===== config.mk =====
export PLATFORM = sky130hd
export DESIGN_NAME = wb_write_arbiter
export DESIGN_NICKNAME = d
export VERILOG_FILES = /design/src/rtl/wb_pkg.sv /design/src/rtl/wb_kill_fifo.sv /design/src/rtl/wb_write_arbiter.sv
export SDC_FILE = /design/constraint.sdc
export NUM_CORES = 1
export LEC_CHECK = 0
export CELL_PAD_IN_SITES_DETAIL_PLACEMENT = 2
export CELL_PAD_IN_SITES_GLOBAL_PLACEMENT = 2
export CORE_MARGIN = 5
export CORE_UTILIZATION = 41
export DETAILED_ROUTE_END_ITERATION = 10
export GPL_TIMING_DRIVEN = 0
export PLACE_DENSITY_LB_ADDON = 0.1
export SLEW_MARGIN = 15
export SYNTH_ARGS = -nofsm -noshare
export SYNTH_HDL_FRONTEND = slang
export SYNTH_HIERARCHICAL = 1
export SYNTH_SLANG_ARGS = --single-unit
export TNS_END_PERCENT = 5

===== constraint.sdc =====
create_clock -name clock -period 11.65 [get_ports clock]
set_input_delay 1.7475 -clock clock [delete_from_list [all_inputs] [get_ports clock]]
set_output_delay 1.7475 -clock clock [all_outputs]
set_load 0.02 [all_outputs]

===== src/rtl/wb_pkg.sv =====
// Shared writeback definitions: register address width, the x0 constant and
// the queued long-latency entry layout.
package wb_pkg;

  localparam int REG_ADDR_W = 5;
  localparam logic [REG_ADDR_W-1:0] REG_ZERO = '0;
  localparam int WB_XLEN = 32;

  // One pending long-latency result. killed marks an entry overtaken by a
  // younger pipeline write to the same rd; it still pops, but never writes.
  typedef struct packed {
    logic                  killed;
    logic [REG_ADDR_W-1:0] rd;
    logic [WB_XLEN-1:0]    data;
  } wb_entry_t;

endpackage


===== src/rtl/wb_kill_fifo.sv =====
// Ordered queue of long-latency results with a per-entry killed bit and a
// broadcast kill port. Empty/full are derived from count, not the pointers.
// Optional macro WB_QUEUE_BYPASS_EN adds two combinational rd lookups that
// report the youngest live queued entry for decode-stage forwarding.
module wb_kill_fifo
  import wb_pkg::*;
#(
  parameter int DEPTH = 4,
  parameter int CNT_W = $clog2(DEPTH) + 1
) (
  input  logic                  clock,
  input  logic                  reset,
  input  logic                  push,
  input  logic                  push_killed,
  input  logic [REG_ADDR_W-1:0] push_rd,
  input  logic [WB_XLEN-1:0]    push_data,
  input  logic                  pop,
  input  logic                  kill_valid,
  input  logic [REG_ADDR_W-1:0] kill_rd,
  output logic                  head_killed,
  output logic [REG_ADDR_W-1:0] head_rd,
  output logic [WB_XLEN-1:0]    head_data,
`ifdef WB_QUEUE_BYPASS_EN
  input  logic [REG_ADDR_W-1:0] q_lookup_rs1,
  input  logic [REG_ADDR_W-1:0] q_lookup_rs2,
  output logic                  q_hit1,
  output logic                  q_hit2,
  output logic [WB_XLEN-1:0]    q_data1,
  output logic [WB_XLEN-1:0]    q_data2,
`endif
  output logic [CNT_W-1:0]      count
);

  localparam int PTR_W = $clog2(DEPTH);

  wb_entry_t        mem_reg [DEPTH];
  logic [PTR_W-1:0] head_reg;
  logic [PTR_W-1:0] tail_reg;
  logic [CNT_W-1:0] count_reg;

  // Entry storage: a push writes the tail slot; otherwise a matching kill
  // marks the slot. Unoccupied slots may be marked too, which is harmless
  // because every push overwrites the killed bit.
  always_ff @(posedge clock or posedge reset) begin
    if (reset) begin
      for (int i = 0; i < DEPTH; i++) mem_reg[i] <= '0;
    end else begin
      for (int i = 0; i < DEPTH; i++) begin
        if (push && (tail_reg == PTR_W'(i))) begin
          mem_reg[i] <= '{killed: push_killed, rd: push_rd, data: push_data};
        end else if (kill_valid && (mem_reg[i].rd == kill_rd)) begin
          mem_reg[i].killed <= 1'b1;
        end
      end
    end
  end

  // Pointers wrap naturally at DEPTH; count tracks occupancy.
  always_ff @(posedge clock or posedge reset) begin
    if (reset) begin
      head_reg  <= '0;
      tail_reg  <= '0;
      count_reg <= '0;
    end else begin
      if (push) tail_reg <= tail_reg + 1'b1;
      if (pop)  head_reg <= head_reg + 1'b1;
      case ({push, pop})
        2'b10:   count_reg <= count_reg + 1'b1;
        2'b01:   count_reg <= count_reg - 1'b1;
        default: count_reg <= count_reg;
      endcase
    end
  end

  assign head_killed = mem_reg[head_reg].killed;
  assign head_rd     = mem_reg[head_reg].rd;
  assign head_data   = mem_reg[head_reg].data;
  assign count       = count_reg;

`ifdef WB_QUEUE_BYPASS_EN
  // Walk oldest to youngest so the last live match (the youngest) wins.
  always_comb begin
    logic [PTR_W-1:0] idx;
    q_hit1  = 1'b0;
    q_hit2  = 1'b0;
    q_data1 = '0;
    q_data2 = '0;
    idx     = '0;
    for (int k = 0; k < DEPTH; k++) begin
      idx = head_reg + PTR_W'(k);
      if ((CNT_W'(k) < count_reg) && !mem_reg[idx].killed) begin
        if ((q_lookup_rs1 != REG_ZERO) && (mem_reg[idx].rd == q_lookup_rs1)) begin
          q_hit1  = 1'b1;
          q_data1 = mem_reg[idx].data;
        end
        if ((q_lookup_rs2 != REG_ZERO) && (mem_reg[idx].rd == q_lookup_rs2)) begin
          q_hit2  = 1'b1;
          q_data2 = mem_reg[idx].data;
        end
      end
    end
  end
`endif

endmodule


===== src/rtl/wb_write_arbiter.sv =====
// Merges the in-order pipeline writeback (priority, no backpressure) and a
// long-latency valid/ready producer onto the single register-file write port.
// Losing long-latency results wait in wb_kill_fifo; younger pipeline writes
// kill queued entries with the same rd to keep write-after-write order.
// Optional macro WB_QUEUE_BYPASS_EN exposes queue lookups for forwarding.
module wb_write_arbiter
  import wb_pkg::*;
#(
  parameter int XLEN  = WB_XLEN,
  parameter int DEPTH = 4,
  parameter int CNT_W = $clog2(DEPTH) + 1
) (
  input  logic              clock,
  input  logic              reset,
  input  logic              pipe_valid,
  input  logic [4:0]        pipe_rd,
  input  logic [XLEN-1:0]   pipe_data,
  input  logic              ext_valid,
  output logic              ext_ready,
  input  logic [4:0]        ext_rd,
  input  logic [XLEN-1:0]   ext_data,
  output logic              regwrite,
  output logic [4:0]        write_reg,
  output logic [XLEN-1:0]   write_data,
`ifdef WB_QUEUE_BYPASS_EN
  input  logic [4:0]        q_lookup_rs1,
  input  logic [4:0]        q_lookup_rs2,
  output logic              q_hit1,
  output logic              q_hit2,
  output logic [XLEN-1:0]   q_data1,
  output logic [XLEN-1:0]   q_data2,
`endif
  output logic [CNT_W-1:0]  fifo_count
);

  logic            ext_fire;
  logic            q_empty;
  logic            q_pop;
  logic            q_push;
  logic            bypass;
  logic            kill_valid;
  logic            push_killed;
  logic            head_killed;
  logic [4:0]      head_rd;
  logic [XLEN-1:0] head_data;

  logic            regwrite_reg,   regwrite_next;
  logic [4:0]      write_reg_reg,  write_reg_next;
  logic [XLEN-1:0] write_data_reg, write_data_next;

  // Ready depends on occupancy only, so a pop never raises it in the same cycle.
  assign ext_ready   = (fifo_count != CNT_W'(DEPTH));
  assign ext_fire    = ext_valid && ext_ready;
  assign q_empty     = (fifo_count == '0);
  assign q_pop       = !pipe_valid && !q_empty;
  assign bypass      = !pipe_valid && q_empty && ext_fire;
  assign q_push      = ext_fire && !bypass;
  assign kill_valid  = pipe_valid && (pipe_rd != REG_ZERO);
  // A same-cycle pipeline write to the same rd is the younger one.
  assign push_killed = kill_valid && (ext_rd == pipe_rd);

  wb_kill_fifo #(
    .DEPTH (DEPTH),
    .CNT_W (CNT_W)
  ) u_fifo (
    .clock        (clock),
    .reset        (reset),
    .push         (q_push),
    .push_killed  (push_killed),
    .push_rd      (ext_rd),
    .push_data    (ext_data),
    .pop          (q_pop),
    .kill_valid   (kill_valid),
    .kill_rd      (pipe_rd),
    .head_killed  (head_killed),
    .head_rd      (head_rd),
    .head_data    (head_data),
`ifdef WB_QUEUE_BYPASS_EN
    .q_lookup_rs1 (q_lookup_rs1),
    .q_lookup_rs2 (q_lookup_rs2),
    .q_hit1       (q_hit1),
    .q_hit2       (q_hit2),
    .q_data1      (q_data1),
    .q_data2      (q_data2),
`endif
    .count        (fifo_count)
  );

  // Priority select: pipeline, then queue head, then bypassed ext; x0 never writes.
  always_comb begin
    regwrite_next   = 1'b0;
    write_reg_next  = write_reg_reg;
    write_data_next = write_data_reg;
    if (pipe_valid) begin
      regwrite_next   = (pipe_rd != REG_ZERO);
      write_reg_next  = pipe_rd;
      write_data_next = pipe_data;
    end else if (q_pop) begin
      regwrite_next   = !head_killed && (head_rd != REG_ZERO);
      write_reg_next  = head_rd;
      write_data_next = head_data;
    end else if (bypass) begin
      regwrite_next   = (ext_rd != REG_ZERO);
      write_reg_next  = ext_rd;
      write_data_next = ext_data;
    end
  end

  // Register-file write port register (one cycle after selection).
  always_ff @(posedge clock or posedge reset) begin
    if (reset) begin
      regwrite_reg   <= 1'b0;
      write_reg_reg  <= '0;
      write_data_reg <= '0;
    end else begin
      regwrite_reg   <= regwrite_next;
      write_reg_reg  <= write_reg_next;
      write_data_reg <= write_data_next;
    end
  end

  assign regwrite   = regwrite_reg;
  assign write_reg  = write_reg_reg;
  assign write_data = write_data_reg;

endmodule


# ---- Word-level counts from Yosys, hierarchy flattened
# Index checks and enable logic that the tools add are counted.
dict set report word_totals {
  reg_bits 197
  input_bits 78
  output_inout_bits 42
}
dict set report op_classes {
  n_addsub 4
  n_lt_le_gt_ge 1
  eq_ne 11
  n_mux 21
  bitwise_logic 1
  n_reduce_logical 31
}
# cell n
set op_table {}
lappend op_table {{$mux 32} 3}
lappend op_table {{$bmux 38 s2} 1}
lappend op_table {{$mux 38} 2}
lappend op_table {{$eq 5x5->1} 5}
lappend op_table {{$logic_and 1x1->1} 16}
lappend op_table {{$mux 5} 3}
lappend op_table {{$reduce_bool 5->1} 3}
lappend op_table {{$mux 1} 11}
lappend op_table {{$reduce_bool 2->1} 5}
lappend op_table {{$eq 2x2->1 const B} 3}
lappend op_table {{$pmux 3 s2} 1}
lappend op_table {{$add 2x1->2 const B} 2}
lappend op_table {{$eq 2x1->1 const B} 2}
lappend op_table {{$logic_not 1->1} 4}
lappend op_table {{$add 3x1->3 const B} 1}
lappend op_table {{$ge 3x3->1 const B} 1}
lappend op_table {{$logic_not 3->1} 1}
lappend op_table {{$ne 3x3->1 const B} 1}
lappend op_table {{$not 2->3} 1}
lappend op_table {{$reduce_bool 3->1} 1}
lappend op_table {{$sub 3x1->3 const B} 1}
lappend op_table {{$logic_not 2->1} 1}

# ---- Logic depth before layout (Yosys ltp)
dict set report depth {
  word_depth 8
  depth_mapped 11
  ltp_nobuf 10
}

# ---- Hierarchy
# The synthesis kept the hierarchy.
# module instances cells_each area_per_inst_um2 seq_area_each_um2
set by_module_without_submodules {}
lappend by_module_without_submodules {wb_kill_fifo 1 441 7432.1 3978.8}
lappend by_module_without_submodules {wb_write_arbiter 1 225 2328.5 950.9}

# ---- Worst setup path after synthesis
# OpenSTA, ideal clock, no wires.
dict set report synth_timing {
  path_type {input -> register}
  from {input port ext_valid}
  to {register u_fifo.count_reg[2], in the netlist u_fifo/count[2]}
  setup_time_ns 0.080
  arrival_ns 3.292
  t_required_ns 11.570
  setup_slack_ns 8.278
  stages 11
  n_path_buf 3
  path_cell_list {buf_6 > buf_6 > and2_1 > buf_6 > inv_1 > ha_1 > inv_1 > fa_1 > xor2_1 > nor2_1 > xor2_1}
}
dict set report synth_between {
  elab_chain_len 6
  word_cells_on_any_way 8
}
# element line_no
set synth_rtl {}
lappend synth_rtl {{start, declared} wb_write_arbiter.sv:18} ;# input logic ext_valid,
lappend synth_rtl {{$logic_and 1x1->1 *} wb_write_arbiter.sv:53} ;# assign ext_fire = ext_valid && ext_ready;
lappend synth_rtl {{$logic_and 1x1->1} wb_write_arbiter.sv:56} ;# assign bypass = !pipe_valid && q_empty && ext_fire;
lappend synth_rtl {{$logic_not 1->1} wb_write_arbiter.sv:57} ;# assign q_push = ext_fire && !bypass;
lappend synth_rtl {{$logic_and 1x1->1 *} wb_write_arbiter.sv:57}
lappend synth_rtl {{via q_push} wb_write_arbiter.sv:39} ;# logic q_push;
lappend synth_rtl {{$eq 2x1->1 / $eq 2x2->1 (equally long branches)} wb_kill_fifo.sv:67} ;# case ({push, pop})
lappend synth_rtl {{$pmux 3 s2 / $reduce_bool 2->1 (equally long branches)} -}
lappend synth_rtl {{end signal, assigned} wb_kill_fifo.sv:68} ;# 2'b10: count_reg <= count_reg + 1'b1;
lappend synth_rtl {{end signal, assigned} wb_kill_fifo.sv:69} ;# 2'b01: count_reg <= count_reg - 1'b1;
lappend synth_rtl {{end signal, assigned} wb_kill_fifo.sv:70} ;# default: count_reg <= count_reg;
lappend synth_rtl {{end, declared} wb_kill_fifo.sv:39} ;# logic [CNT_W-1:0] count_reg;
# The timed path passes the listed nets; every way through them passes the cells marked *.
# A chain may end at the register's enable or synchronous reset.

# ---- Worst setup path in the final report
dict set report layout_timing {
  from {input port pipe_valid}
  to {register u_fifo.count_reg[1], in the netlist u_fifo/count[1]}
}
dict set report layout_between {
  word_cells_on_any_way 10
}
# element line_no
set layout_rtl {}
lappend layout_rtl {{start, declared} wb_write_arbiter.sv:15} ;# input logic pipe_valid,
lappend layout_rtl {{$logic_not 1->1 *} wb_write_arbiter.sv:55} ;# assign q_pop = !pipe_valid && !q_empty;
lappend layout_rtl {{$logic_and 1x1->1 *} wb_write_arbiter.sv:55}
lappend layout_rtl {{via q_pop} wb_write_arbiter.sv:38} ;# logic q_pop;
lappend layout_rtl {{$eq 2x1->1 / $eq 2x2->1 (equally long branches)} wb_kill_fifo.sv:67}
lappend layout_rtl {{$pmux 3 s2 / $reduce_bool 2->1 (equally long branches)} -}
# Marks and branches as above.

==> summary.md <==
| Metric | Value |
|---|---|
| Port Buffers | roughly 120 |
| Total CTS buffers | 17 |
| Synth Instances | about 670 |
| WS Path Type | in -> reg |
| Sw frac | between 30% and 40% |
| Leak Pwr | between 5 and 6 nW |
| Slew headroom | 38.9% |
| Cell-internal power | around 0.0023 W |
| Number of remaining DRC errors | 0 |
| Hold slack | 0.504 ns |
| Worst Tran Pin Value | a little over 0.9 ns |
| Num rows | 56 |
| Post-route setup slack | about 7.3 ns |
| Net Sw Power | between 0.001 and 0.0015 W |
| Maximum VDD drop | around 0.12 mV |
| WL/cell | approximately 25 µm |
| Worst-path clk slew | ~0.080 ns |
| Clk sinks | around 200 |
| Via-to-Cell Ratio | roughly 5.4 |
| CP startpoint kind | primary input |
| Remaining Overflow, GRT | 0 |
| Post-CTS Hold Buffers | 0 |
| Final worst-path cycle share | between 30% and 40% |
| Sequential area share after synthesis | roughly half |
| CP Capture Type | flip-flop |
| Number of max-cap violations | 0 |
| GR met2 Demand/Resource | 39.5% |
| Worst path required time | roughly 12 ns |
| Drt first pass iters | 4 |
| Setup_tns | 0 ns |
| RePlAce Congestion | ~0.8 |
| Initial DRC Count | 189 |
| Synth cell types | 30 |
| Sequential Power Share | 36.4% |
| GRT Total Usage | 21.9% |
| # resized after CTS | 0 |
| Max Slew Vio Count | 0 |
| Final WL | roughly 28000 µm |
| Post-synth top area cell | dfrtp_1 |
| Largest net degree at the start of global routing | between 100 and 150 |
| Syn_nets | 750 |
| GRT Max-Usage Layer | met2 |
| Area contributors post-synth | dfrtp_1 (51%), mux2_2 (17%), mux4_2 (6.7%), mux2_4 (6.2%), mux2i_1 (4.2%) |
| Pre-CTS WS | a little under 7 ns |
| Width of the die | 164 µm |
| Die Height | 164 µm |
| Detail Route Antenna Nets | 0 |
| Diode count | 0 |
| Clock power frac | 19.0% |
| Final Skew | 0.0165 ns |
| CTS tree | yes |
| Syn avg cell area | 14.7 µm² |
| Layout cell share with drive strength beyond 1 | between 30% and 40% |
| Via count | 6128 |
| Share of the synthesized area in the top cell type | about half |
| Mapped Area | between 9000 and 10000 µm² |
| Vias in the first global route | between 7k and 8k |
| Tmin final | roughly 4.3 ns |
| Hpwl dp | 19300 µm |
| Starting Density | 41.6% |
| H-tree Lvls | 4 |
| PwrDens | roughly 280 nW/µm² |
| Status | finished clean |
| Die Footprint | between 20000 and 30000 µm² |
| CTS root buffer | clkbuf_16 |
| CP startpoint | pipe_valid |
| Worst-path fanout max | 10 |
| Origin of the critical flop-to-flop path | u_fifo/head_reg[1] |
| Final hold vios | 0 |
| Fillers | around 2.2k |
| Core area | around 23000 µm² |
| FF+latch count, synth | a little under 200 |
| Final setup fails | 0 |
| Largest register FFs | around 150 |
| Postcts setup bufs | 0 |
| First-pass GRT wire length | 44400 µm |
| HP Start | u_fifo/mem_reg[103] |
| Met1 GRT Util | 28.0% |
| Max Fclk | about 230 MHz |
| Combinational power share | between 40% and 50% |
| Area growth, synth to finish | 23.3% |
| Met3 Resource Use GR | 3.01% |
| Ys Warns | 6 |
| WP data arrival | approximately 4.7 ns |
| Initial antenna violation count | 0 |
| Worst skew pair latency | approximately 0.44 ns |
| Num ports | 120 |
| Clock Path Buffers | 2 |
| Min-Delay Path Class | reg -> reg |
| Final nets | 889 |
| RSZ-0062 raised after global routing | false |
==> kinds of logic (layout without fill, tap and decap cells) <==
logic type / Yosys count / count (layout) / synth area share, %
adder cells (fa/ha/maj): 6 / 6 / 0.846
AO/OA/AOI/OAI: 48 / 48 / 2.60
multiplexers: 264 / 264 / 36.2
AND/OR/NAND/NOR: 63 / 63 / 3.19
XOR/XNOR: 31 / 31 / 2.78
buffers and inverters: 57 / 208 / 3.87
flip-flops: 197 / 197 / 50.5
==> cell usage after synthesis (all sizes together) <==
cell,n
dfrtp,197
or4,3
mux2,185
o311ai,1
nand2,45
o21bai,1
mux4,38
nor3,1
ha,5
buf,34
nand3,5
fa,1
nor4,1
nor2,3
clkbuf,13
o2111ai,1
xor2,6
o21ai,45
xnor2,25
inv,10
nand4,4
and2,1
mux2i,41
==> power by group through the flow <==
stage,Clock [W],Combinational [W],Sequential (W)
after floorplan,0,0.00102,0.00125
after global placement,0,0.00147,0.00120
after detailed placement,0,0.00153,0.00125
after CTS,0.000665,0.00155,0.00125
after global routing,0.000690,0.00163,0.00128
final,0.000649,0.00152,0.00125
==> cell usage in the layout, fill, tap and decap left out, types with 5 or more instances in the layout <==
cell type and n:
mux2_2 145, clkdlybuf4s50_1 118, clkbuf_1 13, o21ai_1 41
mux4_1 9, mux2i_1 41, mux2_4 40, mux4_2 29
inv_1 8, ha_1 5, clkbuf_16 17, nand3_1 5
buf_6 19, buf_2 14, xnor2_1 25, xor2_1 6
dfrtp_1 197, nand2_1 41
==> worst paths after layout <==
path | end | slack, ns | cells after the start
max | u_fifo/count[1] | 7.34 | 8
min reg2reg | u_fifo/mem_reg[103] | 0.50 | 1
min in group asynchronous | u_fifo/mem_reg[20] | 1.75 | 2
min | u_fifo/mem_reg[103] | 0.50 | 1
max in group asynchronous | u_fifo/mem_reg[40] | 9.00 | 3
max reg2reg | regwrite | 9.14 | 5
==> stage by stage <==
stage / cell area [µm²] / util (%) / total power (W) / std cells
finish: 12000 / 51.3 / 0.00342 / 1136
detailed placement: 11400 / 48.6 / 0.00278 / 1105
global placement: 11300 / 48.3 / 0.00268 / 1103
global route: 12000 / 51.3 / 0.00361 / 1136
CTS: 12000 / 51.3 / 0.00346 / 1136
floorplan: 9760 / - / 0.00227 / 666
==> critical path, cell delays in order <==
cell             delay [ns]
clkdlybuf4s50_1        0.75
buf_2                  0.38
clkbuf_1               0.61
nor2_1                 0.22
ha_1                   0.27
inv_1                  0.07
fa_1                   0.40
o21ai_0                0.20
==> routing by layer <==
metal  routed length (µm)  up-vias
met4                  333        0
met5                    0        -
met2                15200      110
met1                12000     3307
met3                  874       21
li1                     -     2690
==> area by class of cell <==
| type | instances | area, µm² | share of cell area [%] |
|---|---|---|---|
| Timing Repair Buffer | 120 | 1230 | 10.2 |
| Buffer | 47 | 340 | 2.83 |
| Sequential cell | 197 | 4930 | 40.9 |
| Clock buffer | 17 | 425 | 3.53 |
| Clock inverter | 14 | 218 | 1.81 |
| Multi-Input combinational cell | 412 | 4450 | 37.0 |
| Inverter | 10 | 45.0 | 0.374 |
| Tap cell | 319 | 399 | 3.32 |
No activity file was read; power rests on OpenSTA's default activity.
==> RTL edit 1: new RTL, same flow settings <==
`DEPTH` is set to 4 in 2 places; all go to 8.
--- a/src/rtl/wb_kill_fifo.sv
+++ b/src/rtl/wb_kill_fifo.sv
@@ -7,3 +7,3 @@
 #(
-  parameter int DEPTH = 4,
+  parameter int DEPTH = 8,
   parameter int CNT_W = $clog2(DEPTH) + 1
--- a/src/rtl/wb_write_arbiter.sv
+++ b/src/rtl/wb_write_arbiter.sv
@@ -9,3 +9,3 @@
   parameter int XLEN  = WB_XLEN,
-  parameter int DEPTH = 4,
+  parameter int DEPTH = 8,
   parameter int CNT_W = $clog2(DEPTH) + 1
Interface: changed (resized fifo_count); port bits go from 120 to 121. The function was not compared with the original's and may differ.
==> RTL edit 1 against the unedited design <==
  * Fmax shrank 5.1%
  * Cell area increased by 70%
  * Sequential cell count increased by 155
  * Wire length up 89%
  * Global-route usage is 1.7 points higher
  * First-iteration DRC count is 140% higher
  * Sequential power up 78%
  * Largest cell class unchanged
  * Total power up 78%
  * Utilization decreased by 2.1 points
  * Area after synthesis increased by 76%
  * Synthesized cell count grew 77%
  * Worst setup slack got worse by 230 ps
==> RTL edit 1: results (changes against the unedited design) <==
metric,value,unit,change
total track usage,0.236,,was 0.219
buffers outside the clock class,214,,was 167
most used standard cells in the synthesized netlist,"sky130_fd_sc_hd__dfrtp_1 (352), sky130_fd_sc_hd__mux2_2 (273), sky130_fd_sc_hd__mux4_2 (73)",,"was sky130_fd_sc_hd__dfrtp_1 (197), sky130_fd_sc_hd__mux2_2 (145), sky130_fd_sc_hd__mux2i_1 (41), sky130_fd_sc_hd__nand2_1 (41), sky130_fd_sc_hd__o21ai_1 (41)"
non-clock inverter instance count of the final layout,11,,was 10
fraction of area in multi-input gates,0.382,,was 0.370
worst stage delay on the critical path,720,ps,was 750 ps
wire length of the first global-routing pass,83100,um,"was 44,400 um"
maximum number of buffers from clock root to sink,3,,was 2
DR vias/cell,5.71,,was 5.39
Worst Tran Pin Value,1050,ps,was 916 ps
number of levels in the clock H-tree,2,,was 4
Worst Clk Skew,18.4,ps,was 16.5 ps
Worst VDD drop,0.000124,V,was 0.000123 V
Leakage Power,8.58,nW,was 5.15 nW
#MultiIn Comb,728,,was 412
final routed wirelength across all metal layers,53800,um,"was 28,400 um"
clock network latency to the later pin of the worst-skew pair,560,ps,was 440 ps
clock sink count,352,,was 197
NonClk Buf Share,0.0880,,was 0.130
Netlist cell types,42,,was 30
register area,0.00881,mm^2,was 0.00493 mm^2
number of clock buffers in the layout,62,,was 17
total nets after synthesis,1269,,was 750
startpoint of the worst-slack reg-to-reg timing path,u_fifo/count[3]$_DFFE_PP0P_,,was u_fifo/head_reg[1]$_DFFE_PP0P_
via count of the first global-routing pass,12700,,"was 7,242"
post-synthesis sequential area ratio,0.513,,was 0.505
fillcell total,3941,,"was 2,200"
max FFs per register,304,,was 152
status,"finished, final reports clean",,unchanged
==> RTL edit 1: cell families after synthesis <==
kind of cell,synth area share
buffers and inverters,0.0315
adder cells (fa/ha/maj),0.00729
AO/OA/AOI/OAI,0.0437
multiplexers,0.325
AND/OR/NAND/NOR,0.0519
XOR/XNOR,0.0270
flip-flops,0.513
==> RTL edit 1: power breakdown <==
| group | switching [mW] | internal (mW) |
|---|---|---|
| clock network | 0.519 | 0.752 |
| registers | 0.378 | 1.84 |
| logic | 1.11 | 1.47 |
==> RTL edit 1: metal layers <==
layer  vias up  global-route usage  part of all wire
met4         0              0.0621             0.021
li1       4715                   -                 -
met1      5932               0.332              0.46
met5         -                   0                 0
met3        68              0.0350             0.038
met2       222               0.387              0.48
==> RTL edit 1: stage by stage <==
| stage | setup slack [ps] | instance area [um^2] | TNS (ps) |
|---|---|---|---|
| after detailed placement | 6630 | 19200 | 0 |
| after CTS | 7180 | 20500 | 0 |
| after global placement | -3100 | 19000 | -963560 |
| after global routing | 7030 | 20500 | 0 |
| final | 7100 | 20500 | 0 |
| after floorplan | 1220 | 17200 | 0 |
==> RTL edit 1: final timing paths <==
path / endpoint / slack [ps] / cells past startpoint
worst max-delay path: u_fifo/count[3]$_DFFE_PP0P_ / 7100 / 11
worst min-delay path: u_fifo/mem_reg[271]$_DFFE_PP0P_ / 490 / 1
worst max register to register: u_fifo/mem_reg[270]$_DFFE_PP0P_ / 7880 / 10
worst min register to register: u_fifo/mem_reg[271]$_DFFE_PP0P_ / 490 / 1
max in group asynchronous: u_fifo/mem_reg[137]$_DFFE_PP0P_ / 8830 / 4
min in group asynchronous: u_fifo/mem_reg[164]$_DFFE_PP0P_ / 1650 / 2
==> RTL edit 2: new RTL, same settings <==
Made on the original files. `write_data_reg` no longer has a reset.
--- a/src/rtl/wb_write_arbiter.sv
+++ b/src/rtl/wb_write_arbiter.sv
@@ -113,3 +113,2 @@
       write_reg_reg  <= '0;
-      write_data_reg <= '0;
     end else begin
@@ -117,4 +116,7 @@
       write_reg_reg  <= write_reg_next;
-      write_data_reg <= write_data_next;
     end
+  end
+
+  always_ff @(posedge clock) begin
+    write_data_reg <= write_data_next;
   end
Behaviour: not the same (Yosys sat finds a counterexample within 4 cycles, from zero or initial values and one cycle with reset high).
==> RTL edit 2 against the unedited design <==
  * Total power increased by 0.13%
  * Cell area decreased by 2.1%
  * Area after synthesis decreased by 2.1%
  * Synthesized cell count decreased by 4.1%
  * Worst hold slack improved by 0.82 ps
  * Sequential cell count unchanged
  * Worst setup slack improved by 480 ps
  * Wire length decreased by 3.5%
  * Critical path type unchanged
==> RTL edit 2: results (changes against the unedited design) <==
metric,value,unit,change
status,"finished, final reports clean",,unchanged
Netlist cell types,34,,was 30
fraction of final layout cells with drive strength greater than 1,0.317,,was 0.354
Worst VDD drop,0.000104,V,was 0.000123 V
Worst Clk Skew,13.1,ps,was 16.5 ps
main flop type after synthesis,sky130_fd_sc_hd__dfrtp_1,,unchanged
max FFs per register,152,,unchanged
drt wl/cell,24.9,um,was 25.0 um
share of async-settable or async-resettable flops after synthesis,0.838,,was 1.00
via count of the first global-routing pass,7122,,"was 7,242"
area of placed instances,0.0112,mm^2,was 0.0114 mm^2
ranking of synthesized cells by area,"sky130_fd_sc_hd__dfrtp_1 (43%), sky130_fd_sc_hd__mux2_2 (13%), sky130_fd_sc_hd__edfxtp_1 (10%)",,"was sky130_fd_sc_hd__dfrtp_1 (51%), sky130_fd_sc_hd__mux2_2 (17%), sky130_fd_sc_hd__mux4_2 (6.7%)"
number of standard cells after synthesis,639,,was 666
total track usage,0.214,,was 0.219
Worst Tran Pin Value,805,ps,was 916 ps
number of port buffers,118,,unchanged
DP HPWL,18600,um,"was 19,300 um"
post-synthesis sequential area ratio,0.533,,was 0.505
most used standard cells in the synthesized netlist,"sky130_fd_sc_hd__dfrtp_1 (165), sky130_fd_sc_hd__mux2_2 (108), sky130_fd_sc_hd__nand2_1 (41)",,"was sky130_fd_sc_hd__dfrtp_1 (197), sky130_fd_sc_hd__mux2_2 (145), sky130_fd_sc_hd__mux2i_1 (41), sky130_fd_sc_hd__nand2_1 (41), sky130_fd_sc_hd__o21ai_1 (41)"
Cells after DPL,1072,,"was 1,105"
worst hold-check path type,register to register,,unchanged
number of synthesized flops with an enable pin,32,,was 0
Placement Setup Slack,7430,ps,was 6900 ps
weighted congestion reported at the end of routability-driven placement,0.813,,was 0.797
total nets after synthesis,723,,was 750
initial detailed-routing violation count,182,,was 189
DR vias/cell,5.38,,was 5.39
wire length of the first global-routing pass,42900,um,"was 44,400 um"
layout net count,862,,was 889
clock root buffer master,sky130_fd_sc_hd__clkbuf_16,,unchanged
maximum number of pins on one net before global-route repair,83,,was 116
final routed wirelength across all metal layers,27400,um,"was 28,400 um"
fillcell total,2105,,"was 2,200"
Leakage Power,5.12,nW,was 5.15 nW
## RTL edit 2: cell families (layout without fill, tap and decap cells)
family / Yosys count / in the layout / share of synthesized area
AOI/OAI and AO/OA: 53 / 53 / 0.0336
xor gates and xnor gates: 31 / 31 / 0.0284
adders and majority gates: 6 / 6 / 0.00864
buffers and inverters: 55 / 207 / 0.0381
DFF: 197 / 197 / 0.533
muxes: 222 / 222 / 0.321
and+or+nand+nor: 75 / 75 / 0.0377
## RTL edit 2: critical path, cell delays in order
cell and delay (ps):
sky130_fd_sc_hd__clkdlybuf4s50_1 560, sky130_fd_sc_hd__buf_1 440, sky130_fd_sc_hd__o211a_1 250, sky130_fd_sc_hd__buf_6 170
sky130_fd_sc_hd__inv_1 70, sky130_fd_sc_hd__ha_1 230, sky130_fd_sc_hd__inv_1 90, sky130_fd_sc_hd__fa_1 190
sky130_fd_sc_hd__xor2_1 190, sky130_fd_sc_hd__nor2_1 70, sky130_fd_sc_hd__xor2_1 140
## RTL edit 2: power breakdown
part	leakage, nW	switching [mW]	internal [mW]
Combinational	2.52	0.682	0.857
Sequential	2.32	0.206	1.07
Clock	0.287	0.286	0.324
Total	5.12	1.17	2.25
## RTL edit 2: layer usage
layer / track usage / vias up / share of wire
met5: 0 / - / 0
met4: 0.0446 / 0 / 0.012
met3: 0.0395 / 25 / 0.027
met2: 0.393 / 97 / 0.54
met1: 0.264 / 3195 / 0.42
li1: - / 2623 / -
## RTL edit 2: layout make-up
type / instances / area [um^2] / share of cell area
Multi-Input combinational cell: 387 / 4100 / 0.348
Inverter: 9 / 41.3 / 0.00350
Clock buffer: 18 / 429 / 0.0364
Tap cell: 313 / 392 / 0.0332
Sequential cell: 197 / 5090 / 0.432
Buffer: 46 / 330 / 0.0280
Timing Repair Buffer: 120 / 1240 / 0.105
Clock inverter: 14 / 166 / 0.0141
## RTL edit 2: final timing paths
check | startpoint | end | slack, ps | cells past startpoint
worst max register to register | u_fifo/count[2]$_DFFE_PP0P_ | u_fifo/count[2]$_DFFE_PP0P_ | 8840 | 12
worst min-delay path | u_fifo/mem_reg[80]$_DFFE_PP0P_ | u_fifo/mem_reg[80]$_DFFE_PP0P_ | 510 | 1
worst min register to register | u_fifo/mem_reg[80]$_DFFE_PP0P_ | u_fifo/mem_reg[80]$_DFFE_PP0P_ | 510 | 1
worst max-delay path | ext_valid | u_fifo/count[2]$_DFFE_PP0P_ | 7810 | 11
min in group asynchronous | reset | write_reg[1]$_DFFE_PP0P_ | 1710 | 2
max in group asynchronous | reset | u_fifo/mem_reg[82]$_DFFE_PP0P_ | 9000 | 3
